$ cat src/rtl/bi_mem_tp_wm_clr.sv
`default_nettype none
// ============================================================================
// Module   : bi_mem_tp_wm_clr
// Purpose  : Single-clock 1R/1W memory with per-lane write mask, a valid-
//            qualified read pipeline (READ_LAT = 1 or 2) and a hardware clear
//            sequencer that sweeps CLEAR_VALUE into every entry after reset
//            and on request.
// Options  : define BI_MEM_TP_WM_CLR_BYPASS_EN to forward a same-cycle masked
//            write into a read of the same address.
// Revision : 1.0 - initial release
// ============================================================================
module bi_mem_tp_wm_clr #(
    parameter int               WIDTH       = 32,
    parameter int               HEIGHT      = 64,
    parameter int               MASK        = 4,
    parameter int               READ_LAT    = 1,
    parameter logic [WIDTH-1:0] CLEAR_VALUE = '0
) (
    input  logic                      clk_i,
    input  logic                      rst_i,
    input  logic                      clearReq_i,
    output logic                      busy_o,
    input  logic                      readEnable_i,
    input  logic [$clog2(HEIGHT)-1:0] readAddr_i,
    output logic [WIDTH-1:0]          readData_o,
    output logic                      readValid_o,
    input  logic                      writeEnable_i,
    input  logic [MASK-1:0]           writeMask_i,
    input  logic [$clog2(HEIGHT)-1:0] writeAddr_i,
    input  logic [WIDTH-1:0]          writeData_i
);

    localparam int ADDR_W = $clog2(HEIGHT);
    localparam int LANE_W = WIDTH / MASK;

    localparam logic [0:0] ST_CLEAR = 1'b0;
    localparam logic [0:0] ST_READY = 1'b1;

    logic [0:0]        state;
    logic [0:0]        state_nxt;
    logic [ADDR_W-1:0] clr_cnt;
    logic [ADDR_W-1:0] clr_cnt_nxt;

    logic              clr_we;
    logic              rd_accept;
    logic              wr_accept;
    logic              rd_in_range;
    logic              wr_in_range;
    logic [WIDTH-1:0]  rd_word;

    logic [WIDTH-1:0]  mem [HEIGHT];

    // Non-power-of-two depths leave a hole at the top of the address space.
    assign rd_in_range = ({1'b0, readAddr_i}  < (ADDR_W+1)'(HEIGHT));
    assign wr_in_range = ({1'b0, writeAddr_i} < (ADDR_W+1)'(HEIGHT));

    // State register and sweep counter.
    always_ff @(posedge clk_i or posedge rst_i) begin
        if (rst_i) begin
            state   <= ST_CLEAR;
            clr_cnt <= '0;
        end else begin
            state   <= state_nxt;
            clr_cnt <= clr_cnt_nxt;
        end
    end

    // Next state: sweep every entry once, then wait for a clear request.
    always_comb begin
        state_nxt   = state;
        clr_cnt_nxt = clr_cnt;
        case (state)
            ST_CLEAR: begin
                if (clr_cnt == ADDR_W'(HEIGHT - 1)) begin
                    state_nxt   = ST_READY;
                    clr_cnt_nxt = '0;
                end else begin
                    clr_cnt_nxt = clr_cnt + ADDR_W'(1);
                end
            end
            ST_READY: begin
                if (clearReq_i) begin
                    state_nxt   = ST_CLEAR;
                    clr_cnt_nxt = '0;
                end
            end
            default: begin
                state_nxt   = ST_CLEAR;
                clr_cnt_nxt = '0;
            end
        endcase
    end

    // Outputs and access qualification; a clear request swallows the
    // read/write presented alongside it.
    always_comb begin
        busy_o    = (state == ST_CLEAR);
        clr_we    = (state == ST_CLEAR);
        rd_accept = (state == ST_READY) && !clearReq_i && readEnable_i;
        wr_accept = (state == ST_READY) && !clearReq_i && writeEnable_i && wr_in_range;
    end

    // Array update: the sweep has priority; otherwise a lane-masked write.
    always_ff @(posedge clk_i) begin
        if (clr_we) begin
            mem[clr_cnt] <= CLEAR_VALUE;
        end else if (wr_accept) begin
            for (int k = 0; k < MASK; k++) begin
                if (writeMask_i[k]) begin
                    mem[writeAddr_i][k*LANE_W +: LANE_W] <= writeData_i[k*LANE_W +: LANE_W];
                end
            end
        end
    end

    // Array sample for an accepted read; out-of-range addresses read as zero.
    always_comb begin
        rd_word = '0;
        if (rd_in_range) begin
            rd_word = mem[readAddr_i];
`ifdef BI_MEM_TP_WM_CLR_BYPASS_EN
            if (wr_accept && (writeAddr_i == readAddr_i)) begin
                for (int k = 0; k < MASK; k++) begin
                    if (writeMask_i[k]) begin
                        rd_word[k*LANE_W +: LANE_W] = writeData_i[k*LANE_W +: LANE_W];
                    end
                end
            end
`else
            // Same-cycle collisions return the pre-write contents.
`endif
        end
    end

    generate
        if (READ_LAT == 2) begin : g_lat2
            logic             s1_valid;
            logic [WIDTH-1:0] s1_data;

            // Two-stage read pipeline; output data holds between pulses.
            always_ff @(posedge clk_i or posedge rst_i) begin
                if (rst_i) begin
                    s1_valid    <= 1'b0;
                    s1_data     <= '0;
                    readValid_o <= 1'b0;
                    readData_o  <= '0;
                end else begin
                    s1_valid    <= rd_accept;
                    if (rd_accept) begin
                        s1_data <= rd_word;
                    end
                    readValid_o <= s1_valid;
                    if (s1_valid) begin
                        readData_o <= s1_data;
                    end
                end
            end
        end else begin : g_lat1
            // Single-stage read pipeline; output data holds between pulses.
            always_ff @(posedge clk_i or posedge rst_i) begin
                if (rst_i) begin
                    readValid_o <= 1'b0;
                    readData_o  <= '0;
                end else begin
                    readValid_o <= rd_accept;
                    if (rd_accept) begin
                        readData_o <= rd_word;
                    end
                end
            end
        end
    endgenerate

endmodule
`default_nettype wire

$ cat config.mk
export PLATFORM = sky130hd
export DESIGN_NAME = bi_mem_tp_wm_clr
export DESIGN_NICKNAME = d
export VERILOG_FILES = /design/src/rtl/bi_mem_tp_wm_clr.sv
export SDC_FILE = /design/constraint.sdc
export NUM_CORES = 2
export LEC_CHECK = 0
export BUFFER_PORTS_ARGS = -buffer_cell sky130_fd_sc_hd__buf_2
export CAP_MARGIN = 25
export CORE_ASPECT_RATIO = 0.6
export CORE_MARGIN = 5
export CORE_UTILIZATION = 36
export DETAILED_ROUTE_END_ITERATION = 7
export GPL_TIMING_DRIVEN = 0
export PLACE_DENSITY = 0.54
export SLEW_MARGIN = 15
export SYNTH_ARGS = -nofsm -noshare
export SYNTH_HDL_FRONTEND = slang
export SYNTH_SLANG_ARGS = --single-unit
$ cat constraint.sdc
create_clock -name clk_i -period 3.3 [get_ports clk_i]
set_input_delay 0.165 -clock clk_i [delete_from_list [all_inputs] [get_ports clk_i]]
set_output_delay 0.165 -clock clk_i [all_outputs]
set_load 0.01 [all_outputs]
==> metrics.txt <==
first-pass detailed-route iteration total=5; count of final hold-check violations=0; DR WL/cell=34.1 µm; clock tree sinks=2088; CP Capture Type=register; fillcell total=19600; global-route usage over all layers=21.9%; CTS Buffer Depth=4; f_max=301 MHz; Critical Path RT=3730 ps; first-pass GRT wire length=358 mm; RSZ-0062 raised after global routing=yes; Max Used Layer=met5; Setup Crit Path Kind=register to register; synth-to-layout area growth=16.9%; Worst Slack Setup Final=-26.2 ps; CTS H-tree depth=4; root buf cell=clkbuf_16; Synth Flop Type=edfxtp_1; CP Data Arrival Time=3760 ps; cell family with the largest share of critical-path delay=simple AND/OR/NAND/NOR gates; Final Critical Period=3330 ps; max-cap viol count=0; dpl hpwl=186 mm; Die W=623 µm; Post-synth EDFFs=2048; global route overflow=0; die height=378 µm; 1st-iter DRT viols=6403; most frequent cells in the layout=edfxtp_1, mux2i_1, mux4_2, buf_2, clkbuf_16; Slew Limit Fails=0; register area=62500 µm²; routed vias=44900; clock skew=37.2 ps; Hold Path Class=input port to register; Synth warnings=0; crit-path cells=buf_2 > and2b_2 > and3_1 > buf_6 > buf_6 > a41oi_2 > buf_2 > nor3_2; area of the multi-input gates=18900 µm²; syn_area_per_cell=19.6 µm²; layout cells sized above 1=26.5%; ANT nets after route=0; Synth async-reset ratio=1.92%; largest net degree at the start of global routing=65; commonest non-fill, non-tap cell in the layout=edfxtp_1; Clock Latency Late Sink=840 ps; Worst Max-Slew Pin Slew=1270 ps; wire length on met2=101 mm; final hold slack=1.02 ps; # setup viols final=22; fin area=94900 µm²; CP max stage delay=800 ps; Netlist cell types=51; Power Density=663 nW/µm²; IO Count=87; Worst slew margin=15.2%; Worst Path Max Fanout=10; leakage=30.3 nW; Post-Place Cell Area=87200 µm²; synthesized area=81200 µm²; DRC=0; Mapped Cells=4142; Num CTS Buffers=190; overall power=62.9 mW; Placer Congestion=0.873; CTS tree=built; Post-Route M1 WL=121 mm; Starting Density=36.1%; post-route insts no fill=7734; vias in the first global route=42400; Die ar.=235000 µm²; clock-pin transition on the worst setup and hold timing paths=70 ps; post-synthesis sequential area ratio=77.0%; failing checks=negative setup slack; Final Cycle Share=101%; Layout Utilization=42.2%; Setup crit start kind=register; row count=135; initial antenna violation count=11; Core Footprint=225000 µm²; buffers added on ports=81; vias per cell=5.80; Cells after DPL=7344; CP Buf/Inv Count=4; Peak VDD IR=631 µV; CP max-delay cell=nor3_2; DRT Wirelength=264 mm; post-synthesis sequential element count=2088; Met3 Wirelength=35.6 mm; fin nets=4623; outcome=finished, violations left; Post-Syn Nets=4196
cells by family after synthesis:
kind of cell	count (synthesis)	share of synthesized area, %
flops	2088	77.0
simple gates	500	3.15
mux	746	13.7
fa+ha+maj	1	0.0154
buf+inv	304	1.74
compound gates	502	4.41
xor+xnor	1	0.0108
per-layer routing:
layer / vias up / track usage [%]
met5: - / 0
met4: 4 / 4.34
met3: 293 / 8.22
met2: 2606 / 27.9
met1: 24100 / 35.0
li1: 17900 / -
stage by stage:
stage,TNS (ps),setup WS [ps]
finish,-359,-26.2
global route,-4000,-109
CTS,-36960,-282
detailed placement,-189040,-894
global placement,-2996550,-1400
floorplan,0,641
where the power goes:
part	leakage, nW	total [mW]	switching [mW]	internal [mW]
Combinational	8.35	9.24	6.93	2.31
Sequential	19.0	31.5	0.604	30.9
Clock	2.95	22.1	9.89	12.2
state kept, by name, summed over array words and instances, names as in the netlist:
name,cells
readData_o,32
state,1
clr_cnt,6
readValid_o,1
mem,2048
layout make-up:
cell class / count / area share, %
tap: 3014 / 3.97
buffer: 293 / 1.52
antenna: 2 / 0.00527
multi-input combinational: 1750 / 19.9
clock inverter: 87 / 0.787
clock buffer: 254 / 5.53
timing repair buffer: 237 / 2.40
sequential: 2088 / 65.9
inverter: 9 / 0.0382
what timing repair did:
item,in CTS,in global routing
hold buffers,25,1
hold endpoints to repair,463,1
pin swaps,5,10
resized for setup,143,124
endpoints found under the setup margin,1248,1443
setup buffers,4,8
final timing paths:
kind                           startpoint        endpoint  slack [ps]  cells after the start
min in group asynchronous           rst_i  readData_o[13]         380                      4
max                                 state     mem[59][18]         -30                      8
max reg2reg                         state     mem[59][18]         -30                      8
min                        writeData_i[9]      mem[27][9]           1                      2
min reg2reg                readData_o[19]  readData_o[19]         490                      1
max in group asynchronous           rst_i  readData_o[26]        2310                      5
synthesized netlist by cell type, types with 4 or more instances:
cell type	instances	share of area, %
a211o_1	32	0.35
a21oi_1	37	0.23
a22o_1	32	0.35
a22oi_1	192	1.8
a31oi_1	65	0.50
a41oi_2	5	0.10
and2_1	33	0.25
buf_1	10	0.046
buf_2	130	0.80
buf_4	12	0.11
buf_6	8	0.11
clkbuf_1	134	0.62
dfrtp_1	40	1.2
edfxtp_1	2048	76
inv_1	8	0.037
mux2i_1	453	5.6
mux4_2	288	8.0
nand2_1	46	0.21
nand2_2	6	0.046
nand2b_1	6	0.046
nand3_1	68	0.42
nor2_1	134	0.62
nor2b_1	5	0.039
nor3_1	116	0.72
nor3_2	19	0.23
nor3b_1	4	0.037
nor4_1	33	0.25
o211ai_1	32	0.30
o21ai_0	6	0.037
o22ai_1	97	0.75
or2_2	16	0.12
No activity file was read; power rests on OpenSTA's default activity.
